### src/rtl/imm_gen_pipe_if.sv
// Handshake bundle for imm_gen_pipe: input beat channel and output immediate channel.
// The producer/consumer side uses master; the generator itself uses slave.
interface imm_gen_pipe_if #(
  parameter int unsigned XLEN  = 32,
  parameter int unsigned TAG_W = 5
);
  logic             in_valid;
  logic             in_ready;
  logic [31:0]      in_ins;
  logic [2:0]       in_sel;
  logic [TAG_W-1:0] in_tag;
  logic             out_valid;
  logic             out_ready;
  logic [XLEN-1:0]  out_imm;
  logic             out_sel_err;
  logic [TAG_W-1:0] out_tag;

  modport master (
    output in_valid, in_ins, in_sel, in_tag, out_ready,
    input  in_ready, out_valid, out_imm, out_sel_err, out_tag
  );

  modport slave (
    input  in_valid, in_ins, in_sel, in_tag, out_ready,
    output in_ready, out_valid, out_imm, out_sel_err, out_tag
  );
endinterface

### src/rtl/imm_gen_pipe.sv
// Registered immediate generator with a 2-entry output/skid buffer.
// Optional IMM_GEN_STATS_EN adds stat_err_cnt, a saturating count of reserved-select output beats.
module imm_gen_pipe #(
  parameter int unsigned XLEN  = 32,
  parameter int unsigned TAG_W = 5
) (
  input  logic              clk,
  input  logic              rst,
  imm_gen_pipe_if.slave     bus
`ifdef IMM_GEN_STATS_EN
  ,
  output logic [15:0]       stat_err_cnt
`endif
);

  if (XLEN != 32 && XLEN != 64) begin : g_bad_xlen
    $error("imm_gen_pipe: XLEN must be 32 or 64");
  end

  logic [XLEN-1:0]  dec_imm;
  logic             dec_err;
  logic [31:0]      ins;

  logic             out_valid_q;
  logic [XLEN-1:0]  out_imm_q;
  logic             out_err_q;
  logic [TAG_W-1:0] out_tag_q;

  logic             skid_valid_q;
  logic [XLEN-1:0]  skid_imm_q;
  logic             skid_err_q;
  logic [TAG_W-1:0] skid_tag_q;

  logic             in_fire;
  logic             out_fire;
  logic             unused_opcode;

  assign ins           = bus.in_ins;
  assign unused_opcode = ^ins[6:0];

  // Sign extension comes from sizing a $signed value up to XLEN.
  always_comb begin
    dec_imm = '0;
    dec_err = 1'b0;
    unique case (bus.in_sel)
      3'b000: dec_imm = XLEN'($signed(ins[31:20]));
      3'b001: dec_imm = XLEN'($signed({ins[31:25], ins[11:7]}));
      3'b010: dec_imm = XLEN'($signed({ins[31], ins[7], ins[30:25], ins[11:8], 1'b0}));
      3'b011: dec_imm = XLEN'($signed({ins[31], ins[19:12], ins[20], ins[30:21], 1'b0}));
      3'b100: dec_imm = XLEN'($signed({ins[31:12], 12'b0}));
      3'b101: dec_imm = XLEN'(ins[19:15]);
      3'b110: dec_imm = (XLEN == 64) ? XLEN'(ins[25:20]) : XLEN'(ins[24:20]);
      default: begin
        dec_imm = '0;
        dec_err = 1'b1;
      end
    endcase
  end

  assign in_fire  = bus.in_valid && !skid_valid_q;
  assign out_fire = out_valid_q && bus.out_ready;

  always_ff @(posedge clk or posedge rst) begin
    if (rst) begin
      out_valid_q  <= 1'b0;
      out_imm_q    <= '0;
      out_err_q    <= 1'b0;
      out_tag_q    <= '0;
      skid_valid_q <= 1'b0;
      skid_imm_q   <= '0;
      skid_err_q   <= 1'b0;
      skid_tag_q   <= '0;
    end else if (out_fire && skid_valid_q) begin
      // in_ready is low whenever SKID is full, so no input can collide here.
      out_imm_q    <= skid_imm_q;
      out_err_q    <= skid_err_q;
      out_tag_q    <= skid_tag_q;
      skid_valid_q <= 1'b0;
    end else if (in_fire && (!out_valid_q || bus.out_ready)) begin
      out_valid_q <= 1'b1;
      out_imm_q   <= dec_imm;
      out_err_q   <= dec_err;
      out_tag_q   <= bus.in_tag;
    end else if (in_fire) begin
      skid_valid_q <= 1'b1;
      skid_imm_q   <= dec_imm;
      skid_err_q   <= dec_err;
      skid_tag_q   <= bus.in_tag;
    end else if (out_fire) begin
      out_valid_q <= 1'b0;
    end
  end

`ifdef IMM_GEN_STATS_EN
  always_ff @(posedge clk or posedge rst) begin
    if (rst) begin
      stat_err_cnt <= '0;
    end else if (out_fire && out_err_q && stat_err_cnt != '1) begin
      stat_err_cnt <= stat_err_cnt + 16'd1;
    end
  end
`endif

  assign bus.in_ready    = !skid_valid_q;
  assign bus.out_valid   = out_valid_q;
  assign bus.out_imm     = out_imm_q;
  assign bus.out_sel_err = out_err_q;
  assign bus.out_tag     = out_tag_q;

endmodule

### src/flat_wrapper.sv
// flat-port wrapper written by rule: the top's interface ports become plain ports
module imm_gen_pipe_flat 
#(
  parameter int unsigned XLEN  = 32,
  parameter int unsigned TAG_W = 5
)
  (clk, rst, bus_in_valid, bus_in_ins, bus_in_sel, bus_in_tag, bus_out_ready, bus_in_ready, bus_out_valid, bus_out_imm, bus_out_sel_err, bus_out_tag);
  imm_gen_pipe_if #(.XLEN(XLEN), .TAG_W(TAG_W)) bus_i ();
  input  logic clk;
  input  logic rst;
  input wire logic [$bits(bus_i.in_valid)-1:0] bus_in_valid;
  input wire logic [$bits(bus_i.in_ins)-1:0] bus_in_ins;
  input wire logic [$bits(bus_i.in_sel)-1:0] bus_in_sel;
  input wire logic [$bits(bus_i.in_tag)-1:0] bus_in_tag;
  input wire logic [$bits(bus_i.out_ready)-1:0] bus_out_ready;
  output wire logic [$bits(bus_i.in_ready)-1:0] bus_in_ready;
  output wire logic [$bits(bus_i.out_valid)-1:0] bus_out_valid;
  output wire logic [$bits(bus_i.out_imm)-1:0] bus_out_imm;
  output wire logic [$bits(bus_i.out_sel_err)-1:0] bus_out_sel_err;
  output wire logic [$bits(bus_i.out_tag)-1:0] bus_out_tag;
  assign bus_i.in_valid = bus_in_valid;
  assign bus_i.in_ins = bus_in_ins;
  assign bus_i.in_sel = bus_in_sel;
  assign bus_i.in_tag = bus_in_tag;
  assign bus_i.out_ready = bus_out_ready;
  assign bus_in_ready = bus_i.in_ready;
  assign bus_out_valid = bus_i.out_valid;
  assign bus_out_imm = bus_i.out_imm;
  assign bus_out_sel_err = bus_i.out_sel_err;
  assign bus_out_tag = bus_i.out_tag;
  imm_gen_pipe #(.XLEN(XLEN), .TAG_W(TAG_W)) u_core (.clk(clk), .rst(rst), .bus(bus_i));
endmodule
### config.mk
export PLATFORM = sky130hd
export DESIGN_NAME = imm_gen_pipe_flat
export DESIGN_NICKNAME = d
export VERILOG_FILES = /design/src/rtl/imm_gen_pipe_if.sv /design/src/rtl/imm_gen_pipe.sv /design/src/flat_wrapper.sv
export SDC_FILE = /design/constraint.sdc
export NUM_CORES = 1
export LEC_CHECK = 0
export ABC_AREA = 1
export CAP_MARGIN = 20
export CELL_PAD_IN_SITES_DETAIL_PLACEMENT = 0
export CELL_PAD_IN_SITES_GLOBAL_PLACEMENT = 2
export CORE_AREA = 2 2 78 155
export CTS_CLUSTER_DIAMETER = 100
export DETAILED_ROUTE_END_ITERATION = 16
export DIE_AREA = 0 0 80 157
export GPL_TIMING_DRIVEN = 1
export PLACE_DENSITY_LB_ADDON = 0.1
export SLEW_MARGIN = 20
export SYNTH_ARGS = -nofsm -noshare
export SYNTH_HDL_FRONTEND = slang
export SYNTH_SLANG_ARGS = --single-unit
### constraint.sdc
create_clock -name clk -period 6.6 [get_ports clk]
set_input_delay 0.66 -clock clk [delete_from_list [all_inputs] [get_ports clk]]
set_output_delay 0.66 -clock clk [all_outputs]
set_load 0.005 [all_outputs]
## Word-level counts from Yosys, hierarchy flattened

Index checks and enable logic that the tools add are counted.

| operators by class | value |
|---|---|
| equal/unequal tests | 8 |
| mux-type cells | 14 |
| bitwise operators | 2 |
| reduce and logical (&&, ||, !) cells | 15 |

Operators by type and width:

| cell | number |
|---|---|
| $pmux W32 S7 | 1 |
| $mux W32 | 2 |
| $mux W5 | 2 |
| $eq A3 B3 Y1 const B | 3 |
| $mux W1 | 9 |
| $reduce_or A7 Y1 | 1 |
| $eq A3 B2 Y1 const B | 2 |
| $reduce_and A3 Y1 | 2 |
| $reduce_bool A2 Y1 | 3 |
| $logic_and A1 B1 Y1 | 4 |
| $eq A3 B1 Y1 const B | 1 |
| $logic_not A3 Y1 | 1 |
| $logic_not A1 Y1 | 2 |
| $ne A2 B1 Y1 const B | 1 |
| $ne A2 B2 Y1 const B | 1 |
| $not A1 Y1 | 2 |
| $reduce_and A2 Y1 | 1 |
| $logic_or A1 B1 Y1 | 1 |

| word-level totals | value |
|---|---|
| register bits after elaboration | 78 |
| input port bits | 44 |
| output and inout bits | 40 |

## Logic depth before layout (Yosys ltp)

| depth | value |
|---|---|
| depth in word-level cells | 5 |
| gate-level depth with buffers | 8 |

## Worst setup path after synthesis

Ideal clock, no wire load.

| timing | value |
|---|---|
| kind | in2reg |
| start | input bus_out_ready |
| end | register u_core.out_imm_q[10], in the netlist u_core.bus.out_imm[10] |
| setup time | 0.130 ns |
| arrival | 1.316 ns |
| data required time | 6.470 ns |
| slack | 5.154 ns |
| stages on the path | 7 |
| buffers on the path | 2 |
| cells stage by stage | inv_1 nand2_2 nand2_1 buf_4 buf_4 nand2_1 o211ai_1 |

| between the ends | value |
|---|---|
| cells in the longest elaborated chain, start to end | 3 |
| elaborated cells between the ends (all ways) | 6 |

RTL lines:

| element | RTL line | source |
|---|---|---|
| from (decl) | flat_wrapper.sv:15 | `input wire logic [$bits(bus_i.out_ready)-1:0] bus_out_ready;` |
| $logic_and A1 B1 Y1 or $logic_or A1 B1 Y1 (tied branches) | imm_gen_pipe.sv:61, imm_gen_pipe.sv:79 |  |
| $logic_and A1 B1 Y1 (on tied branches) | imm_gen_pipe.sv:73, imm_gen_pipe.sv:79 |  |
| $mux W32 or $reduce_bool A2 Y1 (tied branches) | n/a |  |
| to (signal assigned) | imm_gen_pipe.sv:75 | `out_imm_q <= skid_imm_q;` |
| to (signal assigned) | imm_gen_pipe.sv:81 | `out_imm_q <= dec_imm;` |
| to (decl) | imm_gen_pipe.sv:25 | `logic [XLEN-1:0] out_imm_q;` |

Parallel ways exist; a longest one is shown, timed or not.
A chain may end at the register's enable or synchronous reset.

## Worst setup path after layout

| timing | value |
|---|---|
| start | input bus_in_sel[2] |
| end | register u_core.out_imm_q[16], in the netlist u_core.bus.out_imm[16] |

| between the ends | value |
|---|---|
| cells in the longest elaborated chain, start to end | 4 |
| elaborated cells between the ends (all ways) | 10 |

RTL lines:

| element | RTL line | source |
|---|---|---|
| from (decl) | flat_wrapper.sv:13 | `input wire logic [$bits(bus_i.in_sel)-1:0] bus_in_sel;` |
| $eq A3 B3 Y1, or another cell as far along | imm_gen_pipe.sv:45 | `unique case (bus.in_sel)` |
| $pmux W32 S7 * | imm_gen_pipe.sv:45 |  |
| $mux W32 * | imm_gen_pipe.sv:79 | `end else if (in_fire && (!out_valid_q \|\| bus.out_ready)) begin` |
| $mux W32 * | imm_gen_pipe.sv:73 | `end else if (out_fire && skid_valid_q) begin` |

Mark *: on every way between the ends. The rest lies on a longest branch, timed or not. The select of a mux whose other input is x is not followed.

==> results.ini <==
[worst_hold_path]
hp-class = flop to flop
worstHoldPathCells = 2
hold_end = u_core.skid_tag_q[4]
hold_start = u_core.skid_tag_q[4]

[sta]
rsz0062_at_grt = no
setup_violations = 0
whs_ns = 0.481
fin_crit_ns = 2.93
hold_viol_final = 0
tns_ns = 0
tightest_slew_ns = 0.938
slew_viol_final = 0
fin_crit_sh = 0.444
fin_skew_ns = 0.00520
maxSlewHeadroom = 0.373
fmax_mhz = 341

[die]
die_height_microns = 157
ioPinCount = 84
fp.dieW_microns = 80
start_util = 0.308
core_sq_um = 11300
die-area_sq_um = 12600
rows = 55

[synth]
synth.distinct_cells = 23
ys_seq_area_frac = 0.562
synthesis.nets = 445
syn_inst = 401
yosysWarningCount = 0
synth.ff_latch_count = 78
synth_area_sq_um = 3470
syn_area_per_cell_sq_um = 8.66

[grt]
overflow = 0
grt_pass1_vias = 2919
antenna_found_initial = 0
grtUsageTotal = 0.170
grt_pass1_wl_microns = 16100
grt_max_degree = 79

[flow_run]
maxCapViolCount = 0

[clocking]
cts.sinks = 78
cts_buffers = 9
post_cts_buffers = 0
postCtsHoldBufs = 0
insertion_delay_ns = 0.33
root_buffer = clkbuf_16
htreeDepth = 3
clockBufferDepth = 2
post_cts_resize_count = 0
path_clk_slew_ns = 0.06
cts_tree = built

[critical_path]
worstPathRequired_ns = 6.84
critPathMaxFanout = 23
start_kind = input pin
crit_arrival_ns = 3.17
worstSetupEndpointType = flop
cp-startpoint = bus_in_sel[2]
timing.rr.end = u_core.bus.out_imm[23]
worstReg2RegStart = u_core.bus.out_valid
reg2reg_depth = 5
worstSetupPathType = input pin to flop
rrSetupSlack_ns = 4.59

[route]
finalWirelength_microns = 10100
ant_nets = 0
drc_errors = 0
first_pass_iters = 4
drt_iter0_drc = 184
routedWlPerCell_microns = 16.4
vias = 3041
via_per_inst = 4.95

[layout]
final_cells = 614
mostFrequentLayoutCells = nand2_1, dfrtp_1, clkdlybuf4s50_1
final_area_sq_um = 4640
insertedDiodeCount = 0
final_core_util = 0.411
num-nets-final = 512
synthToLayoutAreaGrowth_pct = 33.4
drive_gt1_frac = 0.0657
final_common_cell = nand2_1

[power_and_ir_drop]
ir_worst_vdd_mv = 0.202
power.leakage_uw = 0.00211
power.density_nw_per_um2 = 445

[placed_design]
dp_hpwl_microns = 6630
io_buffers = 76
placedCellCount = 599
place_area_sq_um = 4320
globalplace.congestion = 0.730

[status]
outcome = complete, no violations

power breakdown:
group          internal (uW)  switching (uW)
logic                    358             343
registers                707             126
clock network            340             188
total                   1410             658
cells in the mapped netlist, drive strengths merged:
master	instances	area, sq um
a21oi	9	45.0
a22oi	15	113
a31oi	10	62.6
buf	19	101
clkbuf	3	11.3
dfrtp	78	1950
inv	18	67.6
nand2	144	556
nand3	34	170
nand4	6	37.5
nor2	17	82.6
nor3	1	10.0
o211ai	11	82.6
o21ai	35	175
o221ai	1	8.76
worst max-delay path, cell delays in order:
cell and delay (ns):
clkdlybuf4s50_1 0.72, inv_2 0.43, nand2_1 0.55, nor2_2 0.53, a21oi_1 0.12, o21ai_1 0.15
cells by family (layout without fill, tap and decap cells):
logic type	count (synthesis)	after routing	synth area share
simple gates	202	202	0.246
flops	78	78	0.562
buf+inv	40	111	0.0519
compound gates	81	81	0.140
stage by stage:
| step | total power (uW) | setup WS, ns |
|---|---|---|
| after CTS | 2110 | 3.62 |
| after global routing | 2220 | 3.47 |
| after global placement | 1540 | 3.29 |
| after detailed placement | 1560 | 3.26 |
| final | 2060 | 3.67 |
| after floorplan | 1200 | 3.94 |
flip-flops by register name, summed over array words and instances, names as in the netlist:
register,cells
u_core.skid_valid_q,1
u_core.skid_imm_q,32
u_core.bus.out_valid,1
u_core.bus.out_sel_err,1
u_core.bus.out_imm,32
u_core.skid_err_q,1
u_core.bus.out_tag,5
u_core.skid_tag_q,5
per-layer routing:
metal | GRT usage | wire length [microns] | part of all wire
met1 | 0.209 | 4100 | 0.41
met2 | 0.290 | 5380 | 0.53
met3 | 0.0315 | 409 | 0.041
met4 | 0.0654 | 218 | 0.022
met5 | 0 | 0 | 0
layout make-up:
type | instances | area [sq um]
Fill cell | 1188 | 6650
Sequential cell | 78 | 1950
Multi-Input combinational cell | 283 | 1340
Timing Repair Buffer | 78 | 779
Clock buffer | 12 | 246
Tap cell | 142 | 178
Clock inverter | 3 | 68.8
Inverter | 18 | 68.8
how the worst max path moves through the flow:
stage | to | cells after the start
3_3_place_gp | u_core.bus.out_imm[16] | 6
2_1_floorplan | u_core.bus.out_imm[0] | 1
3_5_place_dp | u_core.bus.out_imm[16] | 6
6_report | u_core.bus.out_imm[16] | 6
5_1_grt | u_core.bus.out_imm[16] | 6
4_1_cts | u_core.bus.out_imm[16] | 6
Power figures use the tool's default switching activity.
